==> src/rtl/multicycle_ctrl.sv <==
// Multi-cycle control FSM for the MIPS-subset core: fetch/decode/exec/mem/wb with a sticky trap.
// Latency: CPI 4 for R-type/addi/sw, 5 for lw, 3 for branches and jumps (zero-wait memory).
// Backpressure: imem_req/dmem_req are held until ack; an optional wait counter traps on a stuck memory.
module multicycle_ctrl #(
  parameter int MEM_TIMEOUT = 15,
  parameter int TIMEOUT_W   = 4,
  parameter bit EN_JAL      = 1'b1
) (
  input  logic        clk,
  input  logic        rst_n,
  output logic        imem_req,
  input  logic        imem_ack,
  input  logic [31:0] imem_rdata,
  output logic        dmem_req,
  output logic        dmem_we,
  input  logic        dmem_ack,
  input  logic        alu_zero,
  output logic        ir_we,
  output logic        pc_we,
  output logic [1:0]  pc_next,
  output logic [1:0]  reg_dst,
  output logic        alu_src,
  output logic [2:0]  alu_ctrl,
  output logic        reg_we,
  output logic [1:0]  reg_in,
  output logic        halted,
  output logic [1:0]  trap_cause
);

  localparam logic [2:0] S_IDLE   = 3'd0;
  localparam logic [2:0] S_FETCH  = 3'd1;
  localparam logic [2:0] S_DECODE = 3'd2;
  localparam logic [2:0] S_EXEC   = 3'd3;
  localparam logic [2:0] S_MEM    = 3'd4;
  localparam logic [2:0] S_WB     = 3'd5;
  localparam logic [2:0] S_TRAP   = 3'd7;

  // Timeout fires in the cycle whose count would reach MEM_TIMEOUT, i.e. when the
  // counter already holds MEM_TIMEOUT-1 and the ack still has not arrived.
  localparam bit                   TO_EN   = (MEM_TIMEOUT != 0);
  localparam logic [TIMEOUT_W-1:0] TO_LAST = TIMEOUT_W'(MEM_TIMEOUT - 1);

  logic [2:0]           state_q, state_d;
  logic [TIMEOUT_W-1:0] cnt_q, cnt_d;
  logic [1:0]           cause_q, cause_d;
  logic [5:0]           op_q, funct_q;

  // Only opcode and funct steer control; the register fields belong to the datapath.
  logic rdata_unused;
  assign rdata_unused = ^imem_rdata[25:6];

  logic is_r, is_add, is_sub, is_slt, is_jr;
  logic is_addi, is_lw, is_sw, is_beq, is_bne, is_j, is_jal;
  logic is_alu_r, legal, to_hit;

  assign is_r     = (op_q == 6'h00);
  assign is_add   = is_r && (funct_q == 6'h20);
  assign is_sub   = is_r && (funct_q == 6'h22);
  assign is_slt   = is_r && (funct_q == 6'h2A);
  assign is_jr    = is_r && (funct_q == 6'h08);
  assign is_addi  = (op_q == 6'h08);
  assign is_lw    = (op_q == 6'h23);
  assign is_sw    = (op_q == 6'h2B);
  assign is_beq   = (op_q == 6'h04);
  assign is_bne   = (op_q == 6'h05);
  assign is_j     = (op_q == 6'h02);
  assign is_jal   = (op_q == 6'h03) && EN_JAL;
  assign is_alu_r = is_add || is_sub || is_slt;
  assign legal    = is_alu_r || is_jr || is_addi || is_lw || is_sw ||
                    is_beq || is_bne || is_j || is_jal;
  assign to_hit   = TO_EN && (cnt_q == TO_LAST);

  // Next-state, wait-counter and trap-cause selection.
  always_comb begin
    state_d = state_q;
    cnt_d   = cnt_q;
    cause_d = cause_q;
    case (state_q)
      S_IDLE: begin
        state_d = S_FETCH;
        cnt_d   = '0;
      end
      S_FETCH: begin
        if (imem_ack) begin
          state_d = S_DECODE;
        end else if (to_hit) begin
          state_d = S_TRAP;
          cause_d = 2'd2;
        end else begin
          cnt_d = cnt_q + TIMEOUT_W'(1);
        end
      end
      S_DECODE: begin
        if (legal) begin
          state_d = S_EXEC;
        end else begin
          state_d = S_TRAP;
          cause_d = 2'd1;
        end
      end
      S_EXEC: begin
        cnt_d = '0;
        if (is_alu_r || is_addi) state_d = S_WB;
        else if (is_lw || is_sw) state_d = S_MEM;
        else                     state_d = S_FETCH;
      end
      S_MEM: begin
        if (dmem_ack) begin
          state_d = is_sw ? S_FETCH : S_WB;
          cnt_d   = '0;
        end else if (to_hit) begin
          state_d = S_TRAP;
          cause_d = 2'd3;
        end else begin
          cnt_d = cnt_q + TIMEOUT_W'(1);
        end
      end
      S_WB: begin
        state_d = S_FETCH;
        cnt_d   = '0;
      end
      S_TRAP:  state_d = S_TRAP;
      default: state_d = S_IDLE;
    endcase
  end

  // State, wait counter and sticky trap cause.
  always_ff @(posedge clk or negedge rst_n) begin
    if (!rst_n) begin
      state_q <= S_IDLE;
      cnt_q   <= '0;
      cause_q <= 2'd0;
    end else begin
      state_q <= state_d;
      cnt_q   <= cnt_d;
      cause_q <= cause_d;
    end
  end

  // Capture opcode/funct alongside the instruction register.
  always_ff @(posedge clk or negedge rst_n) begin
    if (!rst_n) begin
      op_q    <= '0;
      funct_q <= '0;
    end else if (state_q == S_FETCH && imem_ack) begin
      op_q    <= imem_rdata[31:26];
      funct_q <= imem_rdata[5:0];
    end
  end

  // Datapath controls decoded from state, latched instruction and alu_zero.
  always_comb begin
    imem_req   = 1'b0;
    dmem_req   = 1'b0;
    dmem_we    = 1'b0;
    ir_we      = 1'b0;
    pc_we      = 1'b0;
    pc_next    = 2'd0;
    reg_dst    = 2'd0;
    alu_src    = 1'b0;
    alu_ctrl   = 3'd0;
    reg_we     = 1'b0;
    reg_in     = 2'd0;
    halted     = 1'b0;
    trap_cause = cause_q;
    case (state_q)
      S_FETCH: begin
        imem_req = 1'b1;
        ir_we    = imem_ack;
      end
      S_EXEC: begin
        if (is_alu_r) begin
          alu_ctrl = is_sub ? 3'd1 : (is_slt ? 3'd2 : 3'd0);
        end else if (is_addi || is_lw || is_sw) begin
          alu_src = 1'b1;
        end else if (is_beq || is_bne) begin
          alu_ctrl = 3'd1;
          pc_we    = 1'b1;
          pc_next  = ((is_beq && alu_zero) || (is_bne && !alu_zero)) ? 2'd1 : 2'd0;
        end else if (is_j) begin
          pc_we   = 1'b1;
          pc_next = 2'd2;
        end else if (is_jal) begin
          pc_we   = 1'b1;
          pc_next = 2'd2;
          reg_we  = 1'b1;
          reg_dst = 2'd2;
          reg_in  = 2'd2;
        end else if (is_jr) begin
          pc_we   = 1'b1;
          pc_next = 2'd3;
        end
      end
      S_MEM: begin
        dmem_req = 1'b1;
        dmem_we  = is_sw;
        alu_src  = 1'b1;
        pc_we    = is_sw && dmem_ack;
      end
      S_WB: begin
        reg_we  = 1'b1;
        pc_we   = 1'b1;
        reg_in  = is_lw ? 2'd1 : 2'd0;
        reg_dst = is_r ? 2'd1 : 2'd0;
      end
      S_TRAP:  halted = 1'b1;
      default: ;
    endcase
  end

endmodule

==> config.mk <==
export PLATFORM = sky130hd
export DESIGN_NAME = multicycle_ctrl
export DESIGN_NICKNAME = d
export VERILOG_FILES = /design/src/rtl/multicycle_ctrl.sv
export SDC_FILE = /design/constraint.sdc
export NUM_CORES = 1
export LEC_CHECK = 0
export ABC_AREA = 1
export ABC_CLOCK_PERIOD_IN_PS = 1500
export BUFFER_PORTS_ARGS = -buffer_cell sky130_fd_sc_hd__buf_2
export CAP_MARGIN = 20
export CORE_ASPECT_RATIO = 1.25
export CORE_MARGIN = 2
export CORE_UTILIZATION = 30
export CTS_BUF_LIST = sky130_fd_sc_hd__clkbuf_8
export DETAILED_ROUTE_END_ITERATION = 6
export HOLD_SLACK_MARGIN = 0.15
export SYNTH_ARGS = -nofsm -noshare
export SYNTH_HDL_FRONTEND = slang
export SYNTH_SLANG_ARGS = --single-unit
==> constraint.sdc <==
create_clock -name clk -period 1.5 [get_ports clk]
set_clock_uncertainty 0.1 [all_clocks]
set_input_delay 0.225 -clock clk [delete_from_list [all_inputs] [get_ports clk]]
set_output_delay 0.225 -clock clk [all_outputs]
set_load 0.01 [all_outputs]
==> metrics <==
clock-pin transition on the worst setup and hold timing paths=roughly 80 ps; vias post-DR=about 1700; Fin Setup TNS=-5940 ps; RSZ-0062 raised after global routing=true; Yosys reg bits=21; area occupied by multi-input gates=approximately 970 sq um; Synth Area in XOR/XNOR=0%; I/O pin cnt=56; # Max-Cap Violations=0; Avg Cell Area, Syn=7.56 sq um; CP delay by family, top=simple AND/OR/NAND/NOR gates; placed inst area=between 0.0015 and 0.002 sq mm; Netlist cell types=33; Total GRT Usage=between 10% and 20%; Synth Warn #=0; total CTS buffers=3; root buffer cell=clkbuf_8; CTS Buffer Depth=2; fin nets=335; DR iter-0 viols=54; Post-Synth Simple-Gate Area=about two fifths; Syn Inst Count=between 150 and 200; Starting Density=between 30 and 40%; worst setup path class=flip-flop to output port; row cnt=28; Leak Pwr=approximately 1.4 nW; actual slew at the worst max-slew pin=a little over 500 ps; Hold WC Path Type=primary input to flip-flop; CP peak stage delay=between 400 and 500 ps; DRC viols=0; Die ar.=0.00531 sq mm; post-DP HPWL=2880 um; layout cell share with drive strength beyond 1=55.9%; register area share after synthesis=37.0%; clock sink count=21; port bufs=34; Peak VDD IR=~0.00031 V; Die Y=81.0 um; Post-Synth Adder-Cell Area=around 1.8%; Final Hold Fails=0; vias per cell=about 4.7; worst path required time=between 1000 and 1500 ps; Tmin final=~1900 ps; die span in x=~66 um; worst hold path startpoint=dmem_ack; failing checks=setup timing; Worst Setup Slack, final=-416 ps; area grow syn2layout=82.5%; DR WL/cell=approximately 13 um; clock latency on the worst-skew pair=270 ps; post-synthesis mux area share=0%; Worst EP arrival=around 1600 ps; CP dominant cell by count=nand2_4; Routed Antenna Nets=0; main combinational cell family by area after synthesis=simple AND/OR/NAND/NOR gates; largest net degree at the start of global routing=22; Final period util=128%; status=finished, violations left; PD cells=approximately 400 mW/mm^2; fill count=445; Slew Viols, Final=0; # setup viols final=34; Slowest-stage cell, CP=dfrtp_2; Antenna Cells=0; crit start category=flip-flop; Worst setup EP type=output port; combined flip-flop and latch cell area=about 530 sq um; critical-path cell list=nor2_4, nand2_4, nor2_8, nand2_4, a31oi_1, buf_2; Routability Congestion=just over 0.9; Slew headroom=between 60 and 70%; Total Power=around 1.1 mW; Reg-to-Reg Start=state_q[0]; CTS H-Tree Depth=1; core area=0.00466 sq mm; CP startpoint=op_q[5]; Mapped Nets=227; Final Cell Area=about 0.0026 sq mm; FMAX=between 500 and 600 MHz; compound-cell area share of the yosys netlist=11.9%; drt total wl=between 4000 and 5000 um; initial antenna violation count=0; CTS tree=yes; 1st-pass router iterations=4; Buf/Inv on CP=1; Worst Path Max Fanout=6; global-route wire length before repair=6820 um; Post-Place Worst Slack=-149 ps; GR Overflow Total=0; Mapped Area=around 0.0014 sq mm; vias in the first global route=1598
[state kept, by name, summed over array words and instances, names as in the netlist]
signal,flops
funct_q,6
op_q,6
trap_cause,2
state_q,3
cnt_q,4
[tightest hold or removal path, stage by stage]
cell     delay, ps
buf_2          150
o21ai_2        110
nand2_1         80
nor2_1          30
[placed cells by master (no fill, tap or decap), types with 3 or more instances in the layout]
master          n
o21ai_1        10
nor2_4          8
nand3_1         9
nand2_1        34
nand2_2         8
dfrtp_2         4
clkbuf_8        3
dlygate4sd3_1  13
a21oi_1         3
nor3_2          3
nand2_4         8
buf_2          28
buf_4          43
nand3_2         7
buf_6          22
o21ai_2         3
nor2_1         10
inv_2           9
dfrtp_1        17
inv_1          15
nand4_1         5
[cell families (layout without fill, tap and decap cells)]
group           count (synthesis)  after routing
buf+inv                        31            138
simple gates                  106            106
compound gates                 27             27
fa+ha+maj                       2              2
other cells                     1              1
flops                          21             21
[area by class of cell]
| class | count | area share [%] |
|---|---|---|
| multi-input cells | 136 | 37.3 |
| repair buffers | 107 | 33.2 |
| flip-flops and latches | 21 | 20.5 |
| inverters | 27 | 4.39 |
| well taps | 60 | 2.89 |
| clock buffers | 3 | 1.59 |
| clock inverters | 1 | 0.193 |
[synthesized netlist by cell type, drive strengths merged]
cell type	count	share of area, %
nand2	50	16
inv	27	7.3
dfrtp	21	37
nor2	21	9.0
nand3	18	6.7
o21ai	15	5.8
nand4	7	4.0
nor3	6	2.1
a21oi	5	2.3
buf	4	2.1
a211oi	2	1.4
ha	2	1.8
nand3b	2	1.1
o22ai	2	0.88
a22oi	1	0.53
a31oi	1	0.44
conb	1	0.26
nor4	1	0.44
o31ai	1	0.53
or2	1	0.44
[per-layer routing]
layer / routed length, um / track usage [%] / share of wire [%] / vias up
met5: 0 / 0 / 0 / -
met4: 54 / 4.17 / 1.2 / 0
met3: 199 / 3.05 / 4.4 / 7
met2: 2500 / 30.4 / 56 / 40
met1: 1740 / 19.5 / 39 / 794
li1: - / - / - / 833
[stage by stage]
stage,utilization (%),hold WS [ps],std cells
2_1_floorplan,-,-171,188
3_3_place_gp,41.0,137,314
3_5_place_dp,41.0,134,314
4_1_cts,49.5,229,338
5_1_grt,55.7,261,355
6_report,55.7,251,355
[report_power, final]
group / internal, mW / switching, mW / leakage, nW / total (mW)
Clock: 0.186 / 0.206 / 0.0255 / 0.392
Combinational: 0.0528 / 0.0449 / 1.12 / 0.0977
Sequential: 0.571 / 0.00427 / 0.228 / 0.575
Total: 0.810 / 0.255 / 1.37 / 1.06
[what timing repair did]
item,CTS,global route
buffers inserted,7,19
resized for setup,44,46
setup endpoints to repair,23,36
gates cloned,0,1
hold buffers,13,0
pin swaps,10,16
endpoints found under the hold margin,33,0
[final timing paths]
check | endpoint | slack, ps | depth (start not counted)
min reg2reg | trap_cause[1] | 370 | 2
min | cnt_q[0] | 250 | 4
max in group asynchronous | op_q[5] | 570 | 2
min in group asynchronous | state_q[2] | 350 | 2
max reg2reg | trap_cause[1] | -160 | 11
max | pc_next[0] | -420 | 6
(Power assumes the default switching activity.)
